**src/rtl/enet_txarb.sv**
```systemverilog
// Two-source Ethernet TX scheduler: round-robin grant, byte-stream mux, MAC-insertion enable,
// drain plus inter-packet gap before the next grant, and abort of a grant whose source never starts.
module enet_txarb #(
  parameter int   IPG_CYCLES    = 12,
  parameter int   START_TIMEOUT = 64,
  parameter logic SRC0_ADDMAC   = 1'b1,
  parameter logic SRC1_ADDMAC   = 1'b1
) (
  input  logic       i_clk,
  input  logic       i_reset,
  input  logic       i_ce,
  input  logic       i_req0,
  output logic       o_gnt0,
  input  logic       i_v0,
  input  logic [7:0] i_byte0,
  input  logic       i_req1,
  output logic       o_gnt1,
  input  logic       i_v1,
  input  logic [7:0] i_byte1,
  input  logic       i_tx_busy,
  output logic       o_v,
  output logic [7:0] o_byte,
  output logic       o_en,
  output logic       o_src,
  output logic       o_err
);

  localparam logic [2:0] ST_IDLE  = 3'd0;
  localparam logic [2:0] ST_GRANT = 3'd1;
  localparam logic [2:0] ST_SEND  = 3'd2;
  localparam logic [2:0] ST_DRAIN = 3'd3;
  localparam logic [2:0] ST_GAP   = 3'd4;

  localparam logic [7:0] TMO_LAST = 8'(START_TIMEOUT - 1);
  localparam logic [7:0] IPG_LAST = 8'(IPG_CYCLES - 1);

  logic [2:0] state;
  logic       last_owner;
  logic [7:0] start_tmr;
  logic [7:0] gap_cnt;
  logic       own_req;
  logic       own_v;
  logic [7:0] own_byte;
  logic       pick;

  function automatic logic [7:0] sat_inc8(input logic [7:0] cnt);
    return (cnt == 8'hFF) ? cnt : cnt + 8'd1;
  endfunction

  always_comb begin
    own_req  = o_src ? i_req1  : i_req0;
    own_v    = o_src ? i_v1    : i_v0;
    own_byte = o_src ? i_byte1 : i_byte0;
    // On a tie the source that did not own the stream last wins.
    pick     = (i_req0 && i_req1) ? ~last_owner : i_req1;
  end

  always_ff @(posedge i_clk) begin
    if (i_reset) begin
      state      <= ST_IDLE;
      last_owner <= 1'b1;
      start_tmr  <= 8'h00;
      gap_cnt    <= 8'h00;
      o_gnt0     <= 1'b0;
      o_gnt1     <= 1'b0;
      o_v        <= 1'b0;
      o_byte     <= 8'h00;
      o_en       <= 1'b0;
      o_src      <= 1'b0;
      o_err      <= 1'b0;
    end else begin
      o_err <= 1'b0;
      if (i_ce) begin
        case (state)
          ST_IDLE: begin
            if (i_req0 || i_req1) begin
              o_gnt0    <= ~pick;
              o_gnt1    <= pick;
              o_src     <= pick;
              o_en      <= pick ? SRC1_ADDMAC : SRC0_ADDMAC;
              start_tmr <= 8'h00;
              state     <= ST_GRANT;
            end
          end
          ST_GRANT: begin
            if (own_v) begin
              o_v    <= 1'b1;
              o_byte <= own_byte;
              state  <= ST_SEND;
            end else if (!own_req) begin
              o_gnt0 <= 1'b0;
              o_gnt1 <= 1'b0;
              state  <= ST_IDLE;
            end else if (start_tmr == TMO_LAST) begin
              // Source never started: release it and still pay the gap, but no drain.
              o_gnt0     <= 1'b0;
              o_gnt1     <= 1'b0;
              o_err      <= 1'b1;
              last_owner <= o_src;
              gap_cnt    <= 8'h00;
              state      <= ST_GAP;
            end else begin
              start_tmr <= sat_inc8(start_tmr);
            end
          end
          ST_SEND: begin
            if (own_v) begin
              o_v    <= 1'b1;
              o_byte <= own_byte;
            end else begin
              o_v        <= 1'b0;
              o_byte     <= 8'h00;
              o_gnt0     <= 1'b0;
              o_gnt1     <= 1'b0;
              last_owner <= o_src;
              state      <= ST_DRAIN;
            end
          end
          ST_DRAIN: begin
            if (!i_tx_busy) begin
              gap_cnt <= 8'h00;
              state   <= ST_GAP;
            end
          end
          ST_GAP: begin
            if (gap_cnt == IPG_LAST) begin
              state <= ST_IDLE;
            end else begin
              gap_cnt <= sat_inc8(gap_cnt);
            end
          end
          default: state <= ST_IDLE;
        endcase
      end
    end
  end

endmodule

```
**config.mk**
```make
export PLATFORM = sky130hd
export DESIGN_NAME = enet_txarb
export DESIGN_NICKNAME = d
export VERILOG_FILES = /design/src/rtl/enet_txarb.sv
export SDC_FILE = /design/constraint.sdc
export NUM_CORES = 1
export LEC_CHECK = 0
export CAP_MARGIN = 5
export CELL_PAD_IN_SITES_DETAIL_PLACEMENT = 0
export CELL_PAD_IN_SITES_GLOBAL_PLACEMENT = 1
export CORE_AREA = 3 3 78 80
export CTS_CLUSTER_DIAMETER = 60
export DETAILED_ROUTE_END_ITERATION = 8
export DIE_AREA = 0 0 81 83
export GPL_TIMING_DRIVEN = 0
export PLACE_DENSITY_LB_ADDON = 0.1
export SYNTH_ARGS = -nofsm -noshare
export SYNTH_HDL_FRONTEND = slang
export SYNTH_SLANG_ARGS = --single-unit
```
**constraint.sdc**
```tcl
create_clock -name i_clk -period 1.9 [get_ports i_clk]
set_clock_uncertainty 0.1 [all_clocks]
set_input_delay 0.38 -clock i_clk [delete_from_list [all_inputs] [get_ports i_clk]]
set_output_delay 0.38 -clock i_clk [all_outputs]
set_load 0.1 [all_outputs]
```
==> results.yml <==
power:
  power.switching_w: 0.000547
  irDropWorstVdd_v: 0.000347
  p_per_area_nw_per_um2: 639
  seqPwrFrac: 0.432
  combPwrFrac: 0.230
  p_int_w: 0.00117
  switching_share: 0.319
  p_leak_nw: 0.979
  pwr-share-clk: 0.338
sta:
  hold_viol: 0
  relSlewSlack: 0.628
  fin_crit_sh: 1.10
  worst_slew_pin_slew_ps: 557
  drv_slew: 0
  max_clock_freq_mhz: 478
  setup_viol: 14
  period_needed_ps: 2090
  finalWorstSetupSlack_ps: -192
  rsz0062_at_grt: "yes"
worst_setup_path:
  crit_arrival_ps: 2220
  crit_path_max_fanout: 4
  r2r_end: "state[1]$_SDFFE_PP0P_"
  rrSetupSlack_ps: -190
  worst-path-buf-inv: 0
  slowest_stage: "or4_1"
  end_kind: "flop"
  r2r_cells: 5
  cp.required_ps: 2030
  timing.rr.start: "gap_cnt[7]$_SDFFE_PP0P_"
  cp_top_family: "simple AND/OR/NAND/NOR gates"
  critPathKind: "flop to flop"
  setup.worst_path.start_class: "flop"
  crit_chain: "or4_1 -> o31a_1 -> a311o_1 -> or3_1 -> a21oi_2"
  max_stage_delay_ps: 510
placed_design:
  dp.cells: 334
  place.gp.congestion: 0.837
  io_buffers: 37
  dpl.hpwl_um: 3730
synth:
  synth_top_family_by_area: "compound AO/OA/AOI/OAI gates"
  synth_edf_count: 0
  synth_flop_cell: "dfxtp_1"
  synth_xor_area_frac: 0.00471
  synthSimpleGateAreaFrac: 0.240
  synthMuxAreaShare: 0.0814
  mappedNetlistArea_sq_um: 1860
  ys_seq_elements: 34
  asyncSetResetFlopFracSynth: 0
  synthAdderAreaFrac: 0.0135
  ys_types: 46
  synth-compound-area-share: 0.253
  syn_nets: 251
  synthCells: 225
  ys_warn_count: 0
  synth-seq-area-share: 0.366
  postSynthAreaPerCell_sq_um: 8.26
floorplan:
  initial_utilization: 0.340
  coreArea_sq_um: 5470
  io-pin-count: 38
  fp.dieH_um: 83
  dieArea_sq_um: 6720
  rows: 27
  die_x_um: 81
clock_tree:
  cts_buffers: 5
  cts_sinks: 34
  cts_hold_buf: 0
  h-tree-depth: 2
  cts-root-buf: "clkbuf_8"
  cts_tree: "built"
  path_clk_slew_ps: 80
  insertion_delay_ps: 290
  cts_buffer_depth: 2
drt:
  finalWirelength_um: 5340
  vias: 1899
  drt-initial-drc-count: 80
  postRouteAntennaNets: 0
  vias_per_cell: 5.44
  drc: 0
  first_pass_iters: 4
  avgRoutedWirePerCell_um: 15.3
global_routing:
  grt_pass1_wl_um: 9060
  grt_remaining_overflow: 0
  track_usage: 0.168
  antenna_found_initial: 0
  grt_max_degree: 11
  grt_pass1_vias: 1938
final_layout:
  syn_to_final_growth_pct: 44.1
  final_cell_mix: "dfxtp_1 (25), nand2_1 (20), clkdlybuf4s50_1 (19), nor2_1 (17), clkdlybuf4s15_2 (14)"
  nFillCells: 557
  final_common_cell: "dfxtp_1"
  nets: 302
  antenna_cells: 0
  final_cells: 349
  fin_util: 0.490
  drive_gt1_frac: 0.285
flow_run:
  cap_violations: 0
hold_path:
  hold_end: "o_gnt0$_SDFFE_PP0P_"
  hp-start: "o_gnt0$_SDFFE_PP0P_"
  hp-class: "flop to flop"
  min_path_cells: 2
status:
  violations: "setup timing"
  status: "finished, violations left"
-- layer usage --
metal	part of all wire	track usage	vias to the layer above
met1	0.48	0.217	904
met5	0	0	-
met4	0.0067	0.0522	0
met3	0.040	0.0456	4
met2	0.47	0.267	39
li1	-	-	952
-- registers in the layout, summed over array words and instances, names as in the netlist, 3 cells and up --
name and cells:
gap_cnt 8, o_byte 8, start_tmr 8, state 3
-- cell type report --
cell class                      instances  area, sq um  share of cell area
Multi-Input combinational cell        173         1240               0.464
Sequential cell                        34          702               0.262
Timing Repair Buffer                   48          477               0.178
Tap cell                               72         90.1              0.0336
Clock buffer                            7         86.3              0.0322
Buffer                                  9         58.8              0.0219
Inverter                                5         18.8             0.00700
Clock inverter                          1         5.00             0.00187
-- cells in the mapped netlist, types with 2 or more instances --
library cell	count	area (sq um)
dfxtp_1	34	681
nand2_1	20	75.1
nor2_1	19	71.3
a21oi_1	15	75.1
o21ai_0	13	65.1
nand3_1	11	55.1
clkbuf_1	10	37.5
a22oi_1	9	67.6
mux2_2	9	101
and3_1	8	50.1
a211oi_1	6	45.0
inv_1	5	18.8
mux2i_1	5	50.1
a31oi_1	4	25.0
and2_1	4	25.0
o32ai_1	4	35.0
nor3_1	3	15.0
nor3b_1	3	22.5
o31a_1	3	26.3
a21o_1	2	15.0
a311o_1	2	20.0
a41oi_1	2	17.5
and4_1	2	17.5
buf_2	2	10.0
ha_1	2	25.0
nand3b_1	2	15.0
nand4_1	2	12.5
nor2b_1	2	12.5
nor4_1	2	12.5
o21ai_1	2	10.0
or3_1	2	12.5
or4_1	2	15.0
-- worst max-delay path by stage --
stage / slack, ps / start / end / depth (start not counted)
after floorplan: -140 / o_src$_SDFFE_PP0P_ / state[1]$_SDFFE_PP0P_ / 6
after global placement: -660 / i_req1 / start_tmr[6]$_SDFFE_PP0P_ / 6
after detailed placement: -620 / i_req1 / start_tmr[5]$_SDFFE_PP0P_ / 7
after CTS: -170 / gap_cnt[7]$_SDFFE_PP0P_ / state[1]$_SDFFE_PP0P_ / 5
after global routing: -280 / gap_cnt[7]$_SDFFE_PP0P_ / state[1]$_SDFFE_PP0P_ / 5
final: -190 / gap_cnt[7]$_SDFFE_PP0P_ / state[1]$_SDFFE_PP0P_ / 5
-- worst register-to-register path: stages, from the launching register on --
cell	delay, ps
dfxtp_2	330
or4_1	510
o31a_1	300
a311o_1	340
or3_1	340
a21oi_2	110
-- through the flow --
stage	total power, W	setup TNS [ps]	hold WS, ps	instance area (sq um)	setup slack (ps)
after floorplan	0.00100	-537	359	1910	-140
after global placement	0.00113	-13800	345	2370	-662
after detailed placement	0.00113	-13410	358	2370	-623
after CTS	0.00173	-1110	370	2610	-169
after global routing	0.00179	-2810	401	2680	-278
final	0.00171	-1130	365	2680	-192
-- power groups by stage --
stage	Combinational (W)	Sequential, W	Clock, W
detailed placement	0.000369	0.000759	0
CTS	0.000384	0.000743	0.000602
finish	0.000394	0.000741	0.000578
global placement	0.000372	0.000758	0
floorplan	0.000150	0.000854	0
global route	0.000422	0.000743	0.000622
-- cells by family after synthesis --
family | after synthesis
adders and majority gates | 2
AOI/OAI and AO/OA | 70
xor gates and xnor gates | 1
buffers and inverters | 18
muxes | 14
DFF | 34
and+or+nand+nor | 86
-- what timing repair did --
item / 4_1_cts / 5_1_grt
buffers inserted: 7 / 4
resized for setup: 70 / 17
endpoints found under the setup margin: 45 / 33
pin swaps: 4 / 7
(Power assumes the default switching activity.)
